[config.mk]
export PLATFORM = sky130hd
export DESIGN_NAME = wide_alu_seq
export DESIGN_NICKNAME = d
export VERILOG_FILES = /design/src/rtl/alu_defs.sv /design/src/rtl/wide_alu_seq.sv
export SDC_FILE = /design/constraint.sdc
export NUM_CORES = 1
export LEC_CHECK = 0
export BUFFER_PORTS_ARGS = -buffer_cell sky130_fd_sc_hd__buf_2
export CAP_MARGIN = 40
export CORE_ASPECT_RATIO = 0.6
export CORE_MARGIN = 2
export CORE_UTILIZATION = 57
export CTS_BUF_LIST = sky130_fd_sc_hd__clkbuf_4 sky130_fd_sc_hd__clkbuf_8
export DETAILED_ROUTE_END_ITERATION = 8
export GPL_ROUTABILITY_DRIVEN = 0
export PLACE_DENSITY = 0.87
export REMOVE_ABC_BUFFERS = 1
export SLEW_MARGIN = 20
export SYNTH_ARGS = -nofsm -noshare
export SYNTH_HDL_FRONTEND = slang
export SYNTH_SLANG_ARGS = --single-unit
[constraint.sdc]
create_clock -name clk -period 4.23 [get_ports clk]
set_input_delay 1.0575 -clock clk [delete_from_list [all_inputs] [get_ports clk]]
set_output_delay 1.0575 -clock clk [all_outputs]
set_load 0.01 [all_outputs]
[src/rtl/alu_defs.sv]
// rtl/alu_defs.sv - shared constants and state encoding for the wide ALU sequencer
//
// Purpose: state encoding, nibble width, mode constants and the subtract
// opcode shared by wide_alu_seq and its wrapper.
// Ports: none (package).

package alu_defs;

  typedef enum logic [1:0] {
    S_IDLE = 2'd0,
    S_RUN  = 2'd1,
    S_DONE = 2'd2
  } state_t;

  localparam int NIB_W = 4;

  localparam logic M_LOGIC = 1'b1;
  localparam logic M_ARITH = 1'b0;

  localparam logic [3:0] OP_SUB = 4'b0110;

endpackage

[src/rtl/wide_alu_seq.sv]
// rtl/wide_alu_seq.sv - nibble-serial sequencer driving an external 4-bit ALU
//
// Purpose: performs a W-bit ALU operation by stepping an external 4-bit ALU
// over NIBBLES slices, LSB first, one slice per clock, chaining the carry.
// Ports:
//   clk, rst                 clock, synchronous active-high reset
//   start                    request, accepted in IDLE or DONE
//   op_a, op_b               W-bit operands
//   op_s, op_m, op_cin       function select, mode (1 = logic), carry in
//   alu_a, alu_b             nibble operands to the ALU
//   alu_s, alu_m, alu_cin    function, mode and carry to the ALU
//   alu_f, alu_cout, alu_eqv combinational ALU results
//   busy, done               RUN indicator, one-cycle completion pulse
//   result, carry_out,
//   equal, zero              final word and flags, held until next start

module wide_alu_seq
  import alu_defs::*;
#(
  parameter int NIBBLES = 4
) (
  input  logic                       clk,
  input  logic                       rst,
  input  logic                       start,
  input  logic [NIB_W*NIBBLES-1:0]   op_a,
  input  logic [NIB_W*NIBBLES-1:0]   op_b,
  input  logic [3:0]                 op_s,
  input  logic                       op_m,
  input  logic                       op_cin,
  output logic [NIB_W-1:0]           alu_a,
  output logic [NIB_W-1:0]           alu_b,
  output logic [3:0]                 alu_s,
  output logic                       alu_m,
  output logic                       alu_cin,
  input  logic [NIB_W-1:0]           alu_f,
  input  logic                       alu_cout,
  input  logic                       alu_eqv,
  output logic                       busy,
  output logic                       done,
  output logic [NIB_W*NIBBLES-1:0]   result,
  output logic                       carry_out,
  output logic                       equal,
  output logic                       zero
);

  localparam int KW = (NIBBLES > 1) ? $clog2(NIBBLES) : 1;
  localparam logic [KW-1:0] K_LAST = KW'(NIBBLES - 1);

  state_t           state_q, state_d;
  logic [KW-1:0]    k_q;
  logic [NIB_W-1:0] a_q   [NIBBLES];
  logic [NIB_W-1:0] b_q   [NIBBLES];
  logic [NIB_W-1:0] res_q [NIBBLES];
  logic [3:0]       s_q;
  logic             m_q;
  logic             cin_q;
  logic             chain_q;
  logic             carry_q;
  logic             eq_q;
  logic             zero_q;

  logic accept;
  logic last_nib;
  logic chain_d;
  logic zero_d;

  // start is ignored while RUN is in progress; no queuing.
  assign accept   = start && (state_q != S_RUN);
  assign last_nib = (k_q == K_LAST);

  // Subtract in arithmetic mode reports borrow on cout, so the chain bit
  // is inverted to keep "cin = 1 means +1" for the next slice.
  assign chain_d = ((s_q == OP_SUB) && (m_q == M_ARITH)) ? ~alu_cout : alu_cout;

  // Zero test of the word as it will look after the current slice lands.
  always_comb begin
    zero_d = (alu_f == '0);
    for (int i = 0; i < NIBBLES; i++) begin
      if (KW'(i) != k_q && res_q[i] != '0) begin
        zero_d = 1'b0;
      end
    end
  end

  always_comb begin
    state_d = state_q;
    busy    = 1'b0;
    done    = 1'b0;
    alu_a   = '0;
    alu_b   = '0;
    alu_cin = 1'b0;
    case (state_q)
      S_IDLE: begin
        if (start) state_d = S_RUN;
      end
      S_RUN: begin
        busy    = 1'b1;
        alu_a   = a_q[k_q];
        alu_b   = b_q[k_q];
        alu_cin = (k_q == '0) ? cin_q : chain_q;
        if (last_nib) state_d = S_DONE;
      end
      S_DONE: begin
        done    = 1'b1;
        state_d = start ? S_RUN : S_IDLE;
      end
      default: state_d = S_IDLE;
    endcase
  end

  assign alu_s     = s_q;
  assign alu_m     = m_q;
  assign carry_out = carry_q;
  assign equal     = eq_q;
  assign zero      = zero_q;

  for (genvar g = 0; g < NIBBLES; g++) begin : g_result
    assign result[g*NIB_W +: NIB_W] = res_q[g];
  end

  always_ff @(posedge clk) begin
    if (rst) begin
      state_q <= S_IDLE;
      k_q     <= '0;
      s_q     <= '0;
      m_q     <= 1'b0;
      cin_q   <= 1'b0;
      chain_q <= 1'b0;
      carry_q <= 1'b0;
      eq_q    <= 1'b0;
      zero_q  <= 1'b0;
      for (int i = 0; i < NIBBLES; i++) begin
        a_q[i]   <= '0;
        b_q[i]   <= '0;
        res_q[i] <= '0;
      end
    end else begin
      state_q <= state_d;
      if (accept) begin
        k_q     <= '0;
        s_q     <= op_s;
        m_q     <= op_m;
        cin_q   <= op_cin;
        chain_q <= 1'b0;
        carry_q <= 1'b0;
        eq_q    <= 1'b1;
        zero_q  <= 1'b0;
        for (int i = 0; i < NIBBLES; i++) begin
          a_q[i]   <= op_a[i*NIB_W +: NIB_W];
          b_q[i]   <= op_b[i*NIB_W +: NIB_W];
          res_q[i] <= '0;
        end
      end else if (state_q == S_RUN) begin
        res_q[k_q] <= alu_f;
        eq_q       <= eq_q & alu_eqv;
        chain_q    <= chain_d;
        if (last_nib) begin
          k_q     <= '0;
          carry_q <= alu_cout;
          zero_q  <= zero_d;
        end else begin
          k_q <= k_q + KW'(1);
        end
      end
    end
  end

endmodule

# After elaboration in Yosys (flattened, before gate mapping)
# Memories as Yosys holds them, arrays and structs flattened. A register that Yosys moved wholly into a read port is not among the register bits.
# Cells that the tools add are included.
[word_totals]
reg_bits = 14
mem_bits_rw = 48
input_bits = 47
output_inout_bits = 35
elab_cells = 102
mem_count = 3
[classes]
addsub = 1
eq_ne = 10
mux = 45
bitwise_logic = 15
n_reduce_logical = 19
[memory_table]
columns = ["memory", "depth", "width", "read_ports", "rd_clocked_by_memory_dff", "wr", "line", "source"]
rows = [
  ["a_q", 4, 4, 1, 1, 4, "wide_alu_seq.sv:51", "logic [NIB_W-1:0] a_q [NIBBLES];"],
  ["b_q", 4, 4, 1, 1, 4, "wide_alu_seq.sv:52", "logic [NIB_W-1:0] b_q [NIBBLES];"],
  ["res_q", 4, 4, 4, 0, 4, "wide_alu_seq.sv:53", "logic [NIB_W-1:0] res_q [NIBBLES];"],
]
[op_table]
columns = ["op", "count"]
rows = [
  ["$mux W4", 15],
  ["$mux W1", 21],
  ["$mux W2", 8],
  ["$reduce_bool A4 Y1", 4],
  ["$or A1 B1 Y1", 12],
  ["$logic_and A1 B1 Y1", 6],
  ["$pmux W2 S3", 1],
  ["$eq A2 B2 Y1 const B", 2],
  ["$eq A4 B3 Y1 const B", 1],
  ["$logic_not A2 Y1", 2],
  ["$logic_not A4 Y1", 1],
  ["$ne A2 B2 Y1 const A", 2],
  ["$ne A2 B2 Y1 const B", 2],
  ["$reduce_and A2 Y1", 2],
  ["$reduce_bool A2 Y1", 2],
  ["$reduce_or A4 Y1", 1],
  ["$add A2 B1 Y2 const B", 1],
  ["$eq A2 B1 Y1 const B", 1],
  ["$ne A1 B2 Y1 const A", 1],
  ["$ne A2 B1 Y1 const B", 1],
  ["$not A1 Y1", 2],
  ["$reduce_or A2 Y1", 1],
  ["$and A1 B1 Y1", 1],
]

# Logic depth before layout (Yosys ltp)
# Gate-level depths: netlist of the first run.
[depth]
ltp_word = 7
mapped_depth = 6
depth_no_buf = 4

# Worst setup path after synthesis of the first run
# Ideal clock, no wire load.
[synth_timing]
kind = "input-to-reg"
startpoint = "input rst"
endpoint = "memory a_q[0][0], enable pin"
setup_ps = 389
arrival_time_ps = 2161
t_required_ps = 3841
path_slack_ps = 1680
stages = 3
n_path_buf = 1
cell_sequence = "clkbuf_1 -> a21oi_1 -> inv_1"
[synth_lines]
columns = ["item", "line", "source"]
rows = [
  ["start: declaration", "wide_alu_seq.sv:23", "input logic rst,"],
  ["end: declaration", "wide_alu_seq.sv:51", ""],
]

# Worst setup path after layout of the first run
[layout_timing]
startpoint = "register state_q[1]"
endpoint = "output alu_b[3]"
[layout_between]
elab_chain_cells = 2
[layout_lines]
columns = ["item", "line", "source"]
rows = [
  ["start: declaration", "wide_alu_seq.sv:49", "state_t state_q, state_d;"],
  ["start signal: assignment", "wide_alu_seq.sv:138", "state_q <= state_d;"],
  ["$eq A2 B1 Y1", "wide_alu_seq.sv:92", "case (state_q)"],
  ["$mux W4", "wide_alu_seq.sv:92", ""],
  ["end: declaration", "wide_alu_seq.sv:31", "output logic [NIB_W-1:0] alu_b,"],
]
# Every way passes these cells.

==> results.yml, run 1 <==
finish:
  final_util: 0.737
  area_growth_pct: 23.1
  drive_gt1_frac: 0.365
  nFillCells: 305
  diodes: 0
  nets: 347
drt:
  avgRoutedWirePerCell_um: 15.1
  ant_nets: 0
  finalWirelength_mm: 5.51
  viasPerCell: 5.39
  drc: 0
  firstDrtPassIters: 5
  vias: 1962
  first_iter_violations: 335
setup_path:
  crit_family: "simple AND/OR/NAND/NOR gates"
  regToRegSetupSlack_ps: 1860
  arrival_ps: 1910
  timing.rr.end: "b_q[2][3]"
  crit_fanout: 21
  cpPeakStageDelay_ps: 530
  start_kind: "flip-flop"
  critical_path.cell_chain: "nand2b_1 > inv_2 > and2_1 > buf_2"
  worst_ep_required_time_ps: 3170
  r2r_cells: 4
  end_kind: "output pin"
  path_buf_inv: 2
  crit_type: "reg -> out"
  r2r_start: "state_q[1]"
  critPathSlowestCell: "nand2b_1"
timing:
  hold_violations: 0
  setup_viol: 0
  timing.setup.tns_ps: 0
  relSlewSlack: 0.570
  timing.fmax_ghz: 0.337
  slew_violations: 0
  period_needed_ps: 2970
  hold_ws_ps: 480
  setup_ws_ps: 1260
  rsz0062_at_grt: "no"
  finClkSkew_ps: 5.54
  worstMarginPinSlew_ps: 646
  fin_crit_sh: 0.702
power:
  p_leak_nw: 1.53
  p_comb_frac: 0.097
  p_per_area_nw_per_um2: 409
  vdd_drop_max_mv: 0.275
  intPower_mw: 1.09
  pwr-share-seq: 0.529
  switchingPower_uw: 309
  clkPwrFrac: 0.374
  swShare: 0.221
clocking:
  cts_resized: 0
  clockBufferDepth: 2
  root_buffer: "clkbuf_8"
  clk_latency_ps: 340
  htree_levels: 3
  cts_hold_buffers: 0
  clk_pin_slew_ps: 70
  cts.sinks: 64
  numCtsBuffers: 9
  cts_setup_buffers: 0
  cts_tree: "yes"
grt:
  grt_pass1_vias: 1862
  grt_pass1_wl_mm: 8.71
  antenna_found_initial: 0
  grtUsageTotal: 0.222
  grt_max_degree: 33
  grt_overflow_total: 0
yosys:
  synth_ff_type: "edfxtp_1"
  synth_top_area_share: 0.519
  synth-edff-count: 48
  synthTopCellsByCount: "48 x edfxtp_1, 40 x and2_1, 16 x and3_1, 16 x dfxtp_1, 14 x nand2_1"
  async_reset_ff_frac: 0
  syn_area_um2: 2780
  synth_area_leaders: "edfxtp_1 52%, dfxtp_1 12%, and2_1 9.0%"
  yosysSeqAreaShare: 0.635
  yosysMostFrequentCell: "edfxtp_1"
  syn_avg_cell_area_um2: 13.0
  yosysTopAreaCell: "edfxtp_1"
  synth-seq-cells: 64
  syn_inst: 214
  ys_types: 36
  synth_warnings: 0
run_status:
  run_status: "finished clean"
hold_path:
  min_path_type: "reg -> reg"
  hold_depth: 2
  hold_start: "equal"
  min_to: "equal"
place:
  portBuffers: 81
  dp_hpwl_mm: 3.93
  pre_cts_slack_ps: 1620
floorplan:
  fp.coreArea_um2: 4640
  die_h_um: 58.1
  io_pins: 82
  die_x_um: 94.1
  design.die.area_um2: 5460
  fp-row-count: 19
  initial_core_util: 0.599
run:
  cap_violations: 0
## cell usage in the layout (no fill, tap or decap), types with 4 or more instances in the layout
master,n
nand3_1,7
mux4_2,8
and3_1,16
ha_1,4
edfxtp_1,48
inv_1,5
nor4_1,4
nand2_1,14
o21ai_0,7
buf_2,81
and2_1,40
clkbuf_8,10
a21oi_1,11
dfxtp_1,16
## worst max path at each step
stage | startpoint | endpoint | slack [ps] | depth (start not counted)
3_5_place_dp | flip-flop | alu_b[3] | 1620 | 3
3_3_place_gp | flip-flop | alu_a[2] | 1620 | 3
5_1_grt | state_q[1] | alu_a[2] | 1130 | 4
6_report | state_q[1] | alu_b[3] | 1260 | 4
4_1_cts | flip-flop | alu_b[3] | 1240 | 3
2_1_floorplan | rst | res_q[0][0] | 1750 | 3
## power by group through the flow
stage	clock network, mW	logic (mW)	registers, mW
floorplan	0	0.0662	0.755
global placement	0	0.131	0.751
detailed placement	0	0.135	0.753
CTS	0.532	0.136	0.739
global route	0.563	0.149	0.744
finish	0.524	0.135	0.739
## routing by layer
| metal | share of wire | routed length [µm] | GRT usage |
|---|---|---|---|
| met2 | 0.49 | 2710 | 0.353 |
| met1 | 0.42 | 2300 | 0.285 |
| met3 | 0.084 | 461 | 0.0884 |
| met5 | 0 | 0 | 0 |
| met4 | 0.0064 | 35 | 0.0725 |
## tightest hold or removal path, stage by stage, from the launching register on
cell	delay (ps)
dfxtp_1	310
o21ai_0	60
a21oi_1	60
## per-stage QoR
stage / power [mW] / instance area (µm²) / std cells
6_report: 1.40 / 3420 / 364
2_1_floorplan: 0.822 / 2710 / 201
3_5_place_dp: 0.888 / 3220 / 348
4_1_cts: 1.41 / 3420 / 364
3_3_place_gp: 0.882 / 3220 / 348
5_1_grt: 1.45 / 3420 / 364
## sequential cells by signal, summed over array words and instances, names as in the netlist, named ones only
register	flops
a_q	16
alu_m	1
alu_s	4
b_q	16
carry_out	1
chain_q	1
cin_q	1
equal	1
k_q	2
res_q	16
state_q	2
zero	1
## layout make-up
cell class | instances | area [µm²] | share of cell area
clock inverter | 3 | 41.3 | 0.0121
sequential | 64 | 1760 | 0.516
clock buffer | 13 | 160 | 0.0469
multi-input combinational | 130 | 921 | 0.269
inverter | 7 | 26.3 | 0.00769
timing repair buffer | 84 | 428 | 0.125
tap | 63 | 78.8 | 0.0231
## kinds of logic after synthesis
| family | Yosys count | synth area share |
|---|---|---|
| flops | 64 | 0.635 |
| compound gates | 25 | 0.0519 |
| fa+ha+maj | 4 | 0.0180 |
| buf+inv | 20 | 0.0334 |
| simple gates | 92 | 0.193 |
| mux | 9 | 0.0685 |
Note: power is estimated with default switching activity, not from simulation.
==> inputs of run 2 (changes only) <==
Settings changed: CORE_UTILIZATION 57 to 53, PLACE_DENSITY 0.87 to 0.82.
Clock period 4.23 ns to 2.84 ns, I/O delays scaled along.
==> run 2 against run 1 <==
  * Final area grew 0.22%
  * Setup slack lost 1100 ps
  * Count of clock-buffer cells in the layout shrank 1
  * Largest cell class unchanged
  * Highest routed layer unchanged
==> results.yml, run 2 (synthesized netlist as in run 1, its figures left out) <==
run_status:
  run_status: "finished clean"
power:
  vdd_drop_max_mv: 0.328
  intPower_mw: 1.61
  pwr-share-seq: 0.535
  p_per_area_nw_per_um2: 601
  swShare: 0.217
  clkPwrFrac: 0.366
  p_comb_frac: 0.099
  switchingPower_uw: 447
  p_leak_nw: 1.54
floorplan:
  io_pins: 82
  fp-row-count: 20
  initial_core_util: 0.549
  fp.coreArea_um2: 5050
  die_x_um: 97.4
  die_h_um: 60.1
  design.die.area_um2: 5850
grt:
  grt_pass1_vias: 1755
  grt_pass1_wl_mm: 8.47
  grt_max_degree: 37
  grtUsageTotal: 0.197
  antenna_found_initial: 0
  grt_overflow_total: 0
finish:
  area_growth_pct: 23.4
  multi_input_area_um2: 921
  mostFrequentLayoutCells: "81 x buf_2, 48 x edfxtp_1, 40 x and2_1"
  final_cell_area_um2: 3420
  nets: 348
  drive_gt1_frac: 0.371
  reg_top3: "a_q: 16 flops, b_q: 16 flops, res_q: 16 flops"
  diodes: 0
  mostFrequentLayoutCell: "buf_2"
  regArea_um2: 1760
  nFillCells: 402
clocking:
  cts.sinks: 64
  cts_tree: "yes"
  clockBufferDepth: 2
  clk_pin_slew_ps: 60
  cts_resized: 0
  root_buffer: "clkbuf_8"
  htree_levels: 3
  cts_setup_buffers: 0
  numCtsBuffers: 9
  cts_hold_buffers: 0
  clk_latency_ps: 320
setup_path:
  arrival_ps: 1930
  start_kind: "flip-flop"
  cpPeakStageDelay_ps: 690
  critical_path.cell_chain: "mux4_2 > and2_1 > buf_2"
  crit_fanout: 8
  worst_ep_required_time_ps: 2130
  end_kind: "output pin"
  r2r_cells: 5
  critPathSlowestCell: "dfxtp_1"
  crit_type: "reg -> out"
timing:
  timing.setup.tns_ps: 0
  setup_viol: 0
  worstMarginPinSlew_ps: 590
  rsz0062_at_grt: "no"
  period_needed_ps: 2640
  finClkSkew_ps: 6.90
  timing.fmax_ghz: 0.379
  relSlewSlack: 0.606
  hold_violations: 0
  slew_violations: 0
  fin_crit_sh: 0.930
drt:
  finalWirelength_mm: 5.45
  viasPerCell: 5.26
  ant_nets: 0
  first_iter_violations: 139
  firstDrtPassIters: 4
  vias: 1935
  avgRoutedWirePerCell_um: 14.8
  drc: 0
run:
  cap_violations: 0
place:
  portBuffers: 81
  dp_hpwl_mm: 3.97
  detailed_place.area_um2: 3230
hold_path:
  min_path_type: "reg -> reg"
  hold_depth: 2
run 2: area by class of cell:
cell class / instances / area share
flip-flops and latches: 64 / 0.514
well taps: 66 / 0.0241
clock inverters: 4 / 0.0132
multi-input cells: 130 / 0.269
repair buffers: 85 / 0.127
clock buffers: 12 / 0.0446
inverters: 7 / 0.00767
run 2: power groups by stage:
stage	Sequential (mW)	Combinational (mW)	Clock [mW]
floorplan	1.12	0.0986	0
global placement	1.12	0.198	0
detailed placement	1.12	0.204	0
CTS	1.10	0.205	0.772
global route	1.11	0.222	0.814
finish	1.10	0.203	0.754
run 2: per-layer routing:
layer | GRT usage | part of all wire
met3 | 0.0667 | 0.093
met4 | 0.0893 | 0.0084
met2 | 0.300 | 0.47
met1 | 0.262 | 0.43
met5 | 0 | 0
run 2: path summary, 6_finish.rpt:
check	to	startpoint	slack, ps
max reg2reg	a_q[3][1]	state_q[1]	1010
min	carry_out	carry_out	470
min reg2reg	carry_out	carry_out	470
max	alu_b[0]	flip-flop	200
run 2: stage by stage:
| stage | hold slack, ps | total power [mW] | util | setup WS, ps | std cells |
|---|---|---|---|---|---|
| CTS | 469 | 2.08 | 0.677 | 159 | 368 |
| floorplan | 446 | 1.22 | - | 704 | 201 |
| finish | 470 | 2.06 | 0.677 | 198 | 368 |
| global placement | 458 | 1.32 | 0.638 | 577 | 352 |
| detailed placement | 460 | 1.33 | 0.638 | 523 | 352 |
| global route | 490 | 2.15 | 0.677 | 54.9 | 368 |
run 2: worst max-delay path: cells and delay by family (launching register included):
family | cells | cell delay [ps]
flip-flops | 1 | 690
multiplexers | 1 | 590
AND/OR/NAND/NOR | 1 | 190
buffers and inverters | 1 | 140
